### config.mk
export PLATFORM = sky130hd
export DESIGN_NAME = ethernet_frame_header_parser
export DESIGN_NICKNAME = d
export VERILOG_FILES = /design/src/rtl/ethernet_frame_header_parser.sv
export SDC_FILE = /design/constraint.sdc
export NUM_CORES = 2
export LEC_CHECK = 0
export CORE_MARGIN = 2
export CORE_UTILIZATION = 31
export CTS_BUF_LIST = sky130_fd_sc_hd__clkbuf_2 sky130_fd_sc_hd__clkbuf_4 sky130_fd_sc_hd__clkbuf_8
export DETAILED_ROUTE_END_ITERATION = 16
export DONT_BUFFER_PORTS = 1
export MAX_ROUTING_LAYER = met4
export PLACE_DENSITY = 0.42
export SETUP_SLACK_MARGIN = 0.5
export SKIP_CTS_REPAIR_TIMING = 1
export SLEW_MARGIN = 20
export SYNTH_ARGS = -nofsm -noshare
export SYNTH_HDL_FRONTEND = slang
export SYNTH_SLANG_ARGS = --single-unit
export TNS_END_PERCENT = 100
### constraint.sdc
create_clock -name i_clk -period 66.4 [get_ports i_clk]
set_input_delay 9.96 -clock i_clk [delete_from_list [all_inputs] [get_ports i_clk]]
set_output_delay 9.96 -clock i_clk [all_outputs]
set_load 0.02 [all_outputs]
### src/rtl/ethernet_frame_header_parser.sv
`default_nettype none
// ============================================================================
// Module   : ethernet_frame_header_parser
// Purpose  : Receive front end of the 10G reply path. Captures the 42-byte
//            Ethernet + IPv4/ARP header and the next 6 payload bytes from a
//            64-bit AXI-Stream and classifies the frame as ARP request,
//            ICMP echo request or UDP to the local port. Payload beats
//            6..N of accepted ICMP/UDP frames are forwarded with a fixed
//            latency of one clock.
// Ports    : i_clk, i_reset (async, active-high)
//            rx_axis_*                   input stream (no back-pressure)
//            data_head_reply             header bytes 0..41, byte 0 at MSB
//            data_head_frame_payload     frame bytes 42..47, byte 42 at MSB
//            data_head_frame_payload_keep  keep of bytes 42..47, bit5 = 42
//            data_head_valid/head_last   accept pulse / frame ended in beat 5
//            arp_valid/icmp_valid/udp_valid  one-hot class, held to next accept
//            pl_axis_*                   forwarded payload beats
//            frame_drop_cnt              saturating dropped-frame counter
// Revision : 1.0 - initial release
// ============================================================================
module ethernet_frame_header_parser #(
  parameter logic [47:0] LOCAL_MAC = 48'h02_00_00_00_00_01,
  parameter logic [31:0] LOCAL_IP  = 32'hC0A8_0164,
  parameter logic [15:0] UDP_PORT  = 16'd5000
) (
  input  logic         i_clk,
  input  logic         i_reset,
  input  logic         rx_axis_tvalid,
  input  logic [63:0]  rx_axis_tdata,
  input  logic         rx_axis_tlast,
  input  logic [7:0]   rx_axis_tkeep,
  output logic [335:0] data_head_reply,
  output logic [47:0]  data_head_frame_payload,
  output logic [5:0]   data_head_frame_payload_keep,
  output logic         data_head_valid,
  output logic         head_last,
  output logic         arp_valid,
  output logic         icmp_valid,
  output logic         udp_valid,
  output logic         pl_axis_tvalid,
  output logic [63:0]  pl_axis_tdata,
  output logic         pl_axis_tlast,
  output logic [7:0]   pl_axis_tkeep,
  output logic [15:0]  frame_drop_cnt
);

  typedef enum logic [2:0] {
    IDLE     = 3'd0,
    HEAD     = 3'd1,
    CLASSIFY = 3'd2,
    PAYLOAD  = 3'd3,
    SKIP     = 3'd4,
    DROP     = 3'd5
  } state_t;

  state_t       r_state;
  logic [2:0]   r_beat_cnt;
  logic [383:0] r_hdr;      // 48 wire bytes, byte 0 ends up in [383:376]
  logic         r_last5;    // beat 5 carried tlast
  logic         r_accept;   // header decision taken on beat 5
  logic         r_fwd;      // accepted class forwards payload (ICMP/UDP)

  logic [63:0]  w_beat;     // incoming beat in wire order, lane 0 at MSB
  logic [383:0] w_hdr_next;
  logic [5:0]   w_keep6;
  logic [47:0]  w_pay;
  logic         w_mac_ok;
  logic         w_is_arp;
  logic         w_is_ipv4;
  logic         w_is_icmp;
  logic         w_is_udp;
  logic         w_accept;
  logic [15:0]  w_drop_inc;

  // Field extraction is done on the shift register contents as they will
  // be after the current beat, so the decision is ready on the beat-5 edge.
  function automatic logic [7:0] hbyte(input logic [383:0] h, input int n);
    return h[383-8*n -: 8];
  endfunction

  always_comb begin
    w_beat = '0;
    for (int i = 0; i < 8; i++) begin
      w_beat[63-8*i -: 8] = rx_axis_tdata[8*i +: 8];
    end
  end

  assign w_hdr_next = {r_hdr[319:0], w_beat};

  assign w_mac_ok  = (w_hdr_next[383 -: 48] == LOCAL_MAC) ||
                     (w_hdr_next[383 -: 48] == 48'hFFFF_FFFF_FFFF);
  assign w_is_arp  = ({hbyte(w_hdr_next, 12), hbyte(w_hdr_next, 13)} == 16'h0806) &&
                     ({hbyte(w_hdr_next, 20), hbyte(w_hdr_next, 21)} == 16'h0001) &&
                     ({hbyte(w_hdr_next, 38), hbyte(w_hdr_next, 39),
                       hbyte(w_hdr_next, 40), hbyte(w_hdr_next, 41)} == LOCAL_IP);
  assign w_is_ipv4 = ({hbyte(w_hdr_next, 12), hbyte(w_hdr_next, 13)} == 16'h0800) &&
                     (hbyte(w_hdr_next, 14) == 8'h45) &&
                     ({hbyte(w_hdr_next, 30), hbyte(w_hdr_next, 31),
                       hbyte(w_hdr_next, 32), hbyte(w_hdr_next, 33)} == LOCAL_IP);
  assign w_is_icmp = w_is_ipv4 && (hbyte(w_hdr_next, 23) == 8'd1) &&
                     (hbyte(w_hdr_next, 34) == 8'd8);
  assign w_is_udp  = w_is_ipv4 && (hbyte(w_hdr_next, 23) == 8'd17) &&
                     ({hbyte(w_hdr_next, 36), hbyte(w_hdr_next, 37)} == UDP_PORT);
  assign w_accept  = w_mac_ok && (w_is_arp || w_is_icmp || w_is_udp);

  // A frame ending in beat 5 may not fill bytes 42..47; lane 2 is byte 42.
  assign w_keep6 = rx_axis_tlast ? {rx_axis_tkeep[2], rx_axis_tkeep[3], rx_axis_tkeep[4],
                                    rx_axis_tkeep[5], rx_axis_tkeep[6], rx_axis_tkeep[7]}
                                 : 6'h3F;

  always_comb begin
    w_pay = '0;
    for (int i = 0; i < 6; i++) begin
      if (w_keep6[5-i]) begin
        w_pay[47-8*i -: 8] = w_hdr_next[47-8*i -: 8];
      end
    end
  end

  assign w_drop_inc = (frame_drop_cnt == 16'hFFFF) ? frame_drop_cnt : frame_drop_cnt + 16'd1;

  always_ff @(posedge i_clk or posedge i_reset) begin
    if (i_reset) begin
      r_state                      <= IDLE;
      r_beat_cnt                   <= 3'd0;
      r_hdr                        <= '0;
      r_last5                      <= 1'b0;
      r_accept                     <= 1'b0;
      r_fwd                        <= 1'b0;
      data_head_reply              <= '0;
      data_head_frame_payload      <= '0;
      data_head_frame_payload_keep <= '0;
      data_head_valid              <= 1'b0;
      head_last                    <= 1'b0;
      arp_valid                    <= 1'b0;
      icmp_valid                   <= 1'b0;
      udp_valid                    <= 1'b0;
      pl_axis_tvalid               <= 1'b0;
      pl_axis_tdata                <= '0;
      pl_axis_tlast                <= 1'b0;
      pl_axis_tkeep                <= '0;
      frame_drop_cnt               <= '0;
    end else begin
      data_head_valid <= 1'b0;
      pl_axis_tvalid  <= 1'b0;
      pl_axis_tdata   <= '0;
      pl_axis_tlast   <= 1'b0;
      pl_axis_tkeep   <= '0;

      case (r_state)
        IDLE: begin
          if (rx_axis_tvalid) begin
            r_hdr <= w_hdr_next;
            if (rx_axis_tlast) begin
              frame_drop_cnt <= w_drop_inc;
            end else begin
              r_beat_cnt <= 3'd1;
              r_state    <= HEAD;
            end
          end
        end

        HEAD: begin
          if (rx_axis_tvalid) begin
            r_hdr <= w_hdr_next;
            if (r_beat_cnt == 3'd5) begin
              r_beat_cnt <= 3'd0;
              r_last5    <= rx_axis_tlast;
              r_accept   <= w_accept;
              r_fwd      <= w_is_icmp || w_is_udp;
              r_state    <= CLASSIFY;
              if (w_accept) begin
                data_head_valid              <= 1'b1;
                data_head_reply              <= w_hdr_next[383:48];
                data_head_frame_payload      <= w_pay;
                data_head_frame_payload_keep <= w_keep6;
                head_last                    <= rx_axis_tlast;
                arp_valid                    <= w_is_arp;
                icmp_valid                   <= w_is_icmp;
                udp_valid                    <= w_is_udp;
              end else begin
                frame_drop_cnt <= w_drop_inc;
              end
            end else if (rx_axis_tlast) begin
              r_beat_cnt     <= 3'd0;
              frame_drop_cnt <= w_drop_inc;
              r_state        <= IDLE;
            end else begin
              r_beat_cnt <= r_beat_cnt + 3'd1;
            end
          end
        end

        // Any beat arriving here belongs either to the next frame (beat 5
        // was last) or to this frame's payload, and is handled accordingly.
        CLASSIFY: begin
          if (r_last5) begin
            r_state <= IDLE;
            if (rx_axis_tvalid) begin
              r_hdr <= w_hdr_next;
              if (rx_axis_tlast) begin
                frame_drop_cnt <= w_drop_inc;
              end else begin
                r_beat_cnt <= 3'd1;
                r_state    <= HEAD;
              end
            end
          end else if (r_accept && r_fwd) begin
            r_state <= PAYLOAD;
            if (rx_axis_tvalid) begin
              pl_axis_tvalid <= 1'b1;
              pl_axis_tdata  <= rx_axis_tdata;
              pl_axis_tlast  <= rx_axis_tlast;
              pl_axis_tkeep  <= rx_axis_tkeep;
              if (rx_axis_tlast) begin
                r_state <= IDLE;
              end
            end
          end else begin
            r_state <= r_accept ? SKIP : DROP;
            if (rx_axis_tvalid && rx_axis_tlast) begin
              r_state <= IDLE;
            end
          end
        end

        PAYLOAD: begin
          if (rx_axis_tvalid) begin
            pl_axis_tvalid <= 1'b1;
            pl_axis_tdata  <= rx_axis_tdata;
            pl_axis_tlast  <= rx_axis_tlast;
            pl_axis_tkeep  <= rx_axis_tkeep;
            if (rx_axis_tlast) begin
              r_state <= IDLE;
            end
          end
        end

        SKIP, DROP: begin
          if (rx_axis_tvalid && rx_axis_tlast) begin
            r_state <= IDLE;
          end
        end

        default: r_state <= IDLE;
      endcase
    end
  end

endmodule
`default_nettype wire

After elaboration in Yosys (flattened, before gate mapping)
Cells that the tools add are included.
{"block": "totals", "mem_count": 0, "word_cells": 134, "romBits": 0, "ram_bits": 0, "register_bits": 878, "latch_bits": 0, "output_inout_bits": 485}
{"block": "op_classes", "add_sub_neg": 2, "n_eq_ne": 26, "shift": 0, "n_mul": 0, "n_div": 0, "n_reduce_logical": 26, "order_cmp": 0, "muxes": 61, "n_bitwise": 0}
{"op": "384-bit 2-to-1 mux", "count": 2}
{"op": "384-bit case mux with 2 select lines", "count": 1}
{"op": "64-bit 2-to-1 mux", "count": 3}
{"op": "64-bit case mux with 2 select lines", "count": 1}
{"op": "16-bit 2-to-1 mux", "count": 7}
{"op": "8-bit 2-to-1 mux", "count": 9}
{"op": "32-bit equality test, second input constant", "count": 2}
{"op": "48-bit by 42-bit equality test with 1-bit output, second input constant", "count": 1}
{"op": "48-bit equality test, second input constant", "count": 1}
{"op": "3-bit 2-to-1 mux", "count": 16}
{"op": "16-bit case mux with 3 select lines", "count": 1}
{"op": "16-bit by 12-bit equality test with 1-bit output, second input constant", "count": 2}
{"op": "16-bit by 1-bit adder with 16-bit output, second input constant", "count": 1}
{"op": "16-bit by 1-bit equality test with 1-bit output, second input constant", "count": 1}
{"op": "16-bit by 13-bit equality test with 1-bit output, second input constant", "count": 1}
{"op": "16-bit equality test, second input constant", "count": 1}
{"op": "8-bit case mux with 2 select lines", "count": 1}
{"op": "3-bit case mux with 5 select lines", "count": 1}
{"op": "1-bit 2-to-1 mux", "count": 13}
{"op": "2-bit != test, second input constant", "count": 6}
{"op": "1-bit logical AND", "count": 11}
{"op": "3-bit equality test, second input constant", "count": 3}
{"op": "3-bit case mux with 3 select lines", "count": 1}
{"op": "8-bit by 1-bit equality test with 1-bit output, second input constant", "count": 1}
{"op": "other kinds (19)", "count": 28}

Depth between registers and ports, before layout
{"block": "logic_depth", "word_depth": 12, "mapped_depth": 12, "mapped_depth_nobuf": 9}

Worst setup path before layout
No wires, ideal clock.
{"block": "synth_path", "path_kind": "input port to flip-flop", "start": "input rx_axis_tdata[15]", "end": "register frame_drop_cnt[12]", "setup_ns": 0.127, "cell_stages": 8, "n_path_buf": 1, "slack_ns": 54.763, "arrival_ns": 11.510, "required_ns": 66.273, "cell_sequence": "nor4bb_1 nand4_1 nor4_2 nand3_1 a21oi_4 buf_6 nor2_1 mux2_1"}
{"block": "synth_between", "elab_chain_cells": 7}
{"element": "start, declared", "line": "29", "source": "input logic [63:0] rx_axis_tdata,"}
{"element": "32-bit equality test", "line": "95", "source": "hbyte(w_hdr_next, 40), hbyte(w_hdr_next, 41)} == LOCAL_IP);"}
{"element": "1-bit logical AND", "line": "93", "source": "({hbyte(w_hdr_next, 20), hbyte(w_hdr_next, 21)} == 16'h0001) &&"}
{"element": "1-bit logical OR (2 in a row)", "line": "104", "source": "assign w_accept = w_mac_ok && (w_is_arp || w_is_icmp || w_is_udp);"}
{"element": "1-bit logical AND", "line": "104"}
{"element": "3-bit != test (no source line)"}
{"element": "4-bit AND reduction (no source line)"}
{"element": "end signal, assigned", "line": "155", "source": "frame_drop_cnt <= w_drop_inc;"}
{"element": "end signal, assigned", "line": "182", "source": "frame_drop_cnt <= w_drop_inc;"}
{"element": "end signal, assigned", "line": "186", "source": "frame_drop_cnt <= w_drop_inc;"}
{"element": "end, declared", "line": "44", "source": "output logic [15:0] frame_drop_cnt"}
Every way passes these cells.
A chain may end at the register's enable or synchronous reset.

Worst setup path in the final report
{"block": "layout_path", "start": "input rx_axis_tdata[15]", "end": "register data_head_reply[191]"}
{"block": "layout_between", "elab_chain_cells": 6}
{"element": "32-bit equality test", "line": "95"}
{"element": "1-bit logical AND", "line": "93"}
{"element": "1-bit logical OR (2 in a row)", "line": "104"}
{"element": "1-bit logical AND", "line": "104"}
{"element": "4-bit AND reduction (no source line)"}
{"element": "end signal, assigned", "line": "174", "source": "data_head_reply <= w_hdr_next[383:48];"}
{"element": "end, declared", "line": "32", "source": "output logic [335:0] data_head_reply,"}
Every way passes these cells.

==> run_results.csv <==
group,metric,value,unit
final_layout,area.sequential,20400,um^2
setup_path,worst_ep_required_time,67.15,ns
cts,clk_path_buf_depth,3,
synthesis,ys.flop_type,"dfrtp_1",
routing,wirelength,101000,um
sta,finalWorstSetupSlack,53.00,ns
synthesis,synth-warning-count,0,
sta,rsz0062_at_grt,"false",
global_route,grt_usage,20.1,%
setup_path,cp-end-kind,"flop",
setup_path,path_class,"input pin to flop",
synthesis,synthArstFlopShare,100,%
routing,vias,21725,
routing,route.detailed.drc,0,
sta,finalHoldViolCount,0,
final_layout,nNetsFinal,3426,
setup_path,cp.arrival,14.15,ns
cts,cts_tree,"done",
sta,slew-limit-headroom,29.1,%
setup_path,cp-start-kind,"input pin",
synthesis,syn-instance-count,3352,
status,status,"complete, no violations",
final_layout,final_common_cell,"nand2_1",
cts,htreeDepth,4,
final_layout,synthToLayoutAreaGrowth,12.4,%
floorplan,dieArea,103000,um^2
global_route,grt_pass1_wl,151000,um
final_layout,multi_input_area,9800,um^2
sta,timing.fmax,74.6,MHz
final_layout,final_area,35100,um^2
power_and_ir_drop,finalPower,1.42,mW
setup_path,path_max_fanout,80,
routing,via_per_inst,4.58,
routing,routedWlPerCell,21.3,um
cts,clk_latency,0.83,ns
power_and_ir_drop,swShare,34.5,%
placed_design,dp_hpwl,66400,um
floorplan,dieHeight,321,um
run,max-cap-violations,0,
floorplan,core,99900,um^2
final_layout,fillers,10394,
floorplan,die_w,321,um
global_route,grt_max_degree,184,
routing,firstDrtPassIters,5,
placed_design,place_area,32100,um^2
global_route,grt_pass1_vias,22053,
placed_design,port_buffers,0,
cts,clkTransAtPathRegs,0.05,ns
sta,worst_pin_slew,1.06,ns
synthesis,synth_seq_cells,814,
final_layout,final_cell_mix,"nand2_1, dfrtp_1, clkbuf_8",
final_layout,postLayoutCoreUtil,35.1,%
sta,slew_viol_final,0,
placed_design,pre_cts_slack,52.10,ns
min_path,min_path_type,"flop to flop",
sta,setup_tns,0,ns
power_and_ir_drop,p_leak,19.5,nW
global_route,grt_overflow,0,
placed_design,gp_congestion,0.764,
synthesis,synth-edff-count,0,
synthesis,synth.distinct_cells,56,
power_and_ir_drop,p_per_area,40.6,nW/um^2
floorplan,rows,116,
cts,cts-root-buf,"clkbuf_8",
power_and_ir_drop,pwr-share-clk,34.0,%
final_layout,drive_above_1_share,8.70,%
cts,numCtsBuffers,149,
synthesis,avgSynthCellArea,9.30,um^2
floorplan,io_pins,561,
floorplan,initial_core_util,31.2,%
power_and_ir_drop,p_int,0.933,mW
synthesis,yosysSeqAreaShare,65.3,%
synthesis,synth_fp_nets,3431,
routing,initialDrtViolationCount,1609,
power_and_ir_drop,switching_power,0.492,mW
power_and_ir_drop,comb_power_share,15.4,%
global_route,antenna_found_initial,2,
cts,cts.sinks,814,
sta,setup_viol,0,
routing,ant_nets,0,
sta,finClkSkew,0.0381,ns
sta,period_share,20.2,%
power_and_ir_drop,vdd_drop_max,0.0000183,V
power_and_ir_drop,sequentialPowerShare,50.6,%
synthesis,netlist_area,31200,um^2
sta,period_minus_slack,13.40,ns
## metal layers
metal,GRT usage [%],vias up,wire length [um]
met2,29.3,551,45200
met4,6.02,0,2200
met5,-,-,0
met1,26.9,10580,46500
met3,6.15,135,7140
li1,-,10459,-
## logic make-up (layout without fill, tap and decap cells)
logic type	after synthesis	in the layout	synth area share [%]
AND/OR/NAND/NOR	2288	2288	29.8
buffers and inverters	190	285	3.38
flip-flops	814	814	65.3
multiplexers	6	6	0.217
other	0	3	0
XOR/XNOR	10	10	0.281
adder cells (fa/ha/maj)	3	3	0.120
AO/OA/AOI/OAI	41	41	0.935
## worst max-delay path, stage by stage
cell and delay, ns:
nor4bb_1 0.55, nand4_1 0.26, nor4_2 0.40, and3_1 0.24, o211a_4 0.72, buf_4 0.76, buf_4 0.82, nand2_1 0.15
nand2_1 0.10
## cells in the mapped netlist, types with 9 or more instances
cell	n	share of area, %
nand3_1	57	0.91
dfrtp_1	814	65
nor2_1	17	0.20
buf_6	35	1.3
buf_4	9	0.22
and3_1	75	1.5
and2_1	14	0.28
clkbuf_1	102	1.2
xor2_1	9	0.25
nand4_1	24	0.48
buf_2	36	0.58
o21ai_0	14	0.22
nand2_1	2015	24
a21oi_1	10	0.16
nand2b_1	10	0.20
nor4_1	32	0.64
## layout make-up
cell class,count,area share (%)
sequential,814,58.1
timing repair buffer,26,0.700
multi-input combinational,2348,27.9
clock inverter,24,0.603
tap,1298,4.63
antenna,3,0.0214
clock buffer,227,7.88
inverter,8,0.107
## final timing paths
check / cells past startpoint / slack [ns] / to / start
worst max register to register: 9 / 61.47 / data_head_reply[191]$_DFFE_PP0P_ / r_hdr[49]$_DFFE_PP0P_
worst max-delay path: 9 / 53.00 / data_head_reply[191]$_DFFE_PP0P_ / rx_axis_tdata[15]
worst min-delay path: 2 / 0.46 / data_head_reply[282]$_DFFE_PP0P_ / r_hdr[266]$_DFFE_PP0P_
worst min register to register: 2 / 0.46 / data_head_reply[282]$_DFFE_PP0P_ / r_hdr[266]$_DFFE_PP0P_
min in group asynchronous: 1 / 9.17 / data_head_reply[274]$_DFFE_PP0P_ / i_reset
max in group asynchronous: 4 / 54.24 / data_head_frame_payload[11]$_DFFE_PP0P_ / i_reset
## flip-flops by register name, indices dropped and copies added (netlist names)
register / cells
pl_axis_tdata: 64
data_head_frame_payload_keep: 6
icmp_valid: 1
r_beat_cnt: 3
r_last5: 1
pl_axis_tkeep: 8
arp_valid: 1
r_state: 3
data_head_reply: 336
udp_valid: 1
head_last: 1
r_accept: 1
data_head_frame_payload: 48
pl_axis_tvalid: 1
r_fwd: 1
frame_drop_cnt: 16
data_head_valid: 1
r_hdr: 320
pl_axis_tlast: 1
## through the flow
stage | instances | hold WS, ns
2_1_floorplan | 3352 | 0.446
3_3_place_gp | 4494 | 0.459
3_5_place_dp | 4494 | 0.460
4_1_cts | 4745 | 0.454
5_1_grt | 4747 | 0.480
6_report | 4748 | 0.460
## power by group through the flow
stage / Clock [mW] / Sequential [mW] / Combinational, mW
after global placement: 0 / 0.733 / 0.223
after CTS: 0.504 / 0.722 / 0.227
after floorplan: 0 / 0.672 / 0.172
after global routing: 0.526 / 0.737 / 0.259
after detailed placement: 0 / 0.730 / 0.226
final: 0.484 / 0.721 / 0.219
No activity file was read; power rests on OpenSTA's default activity.
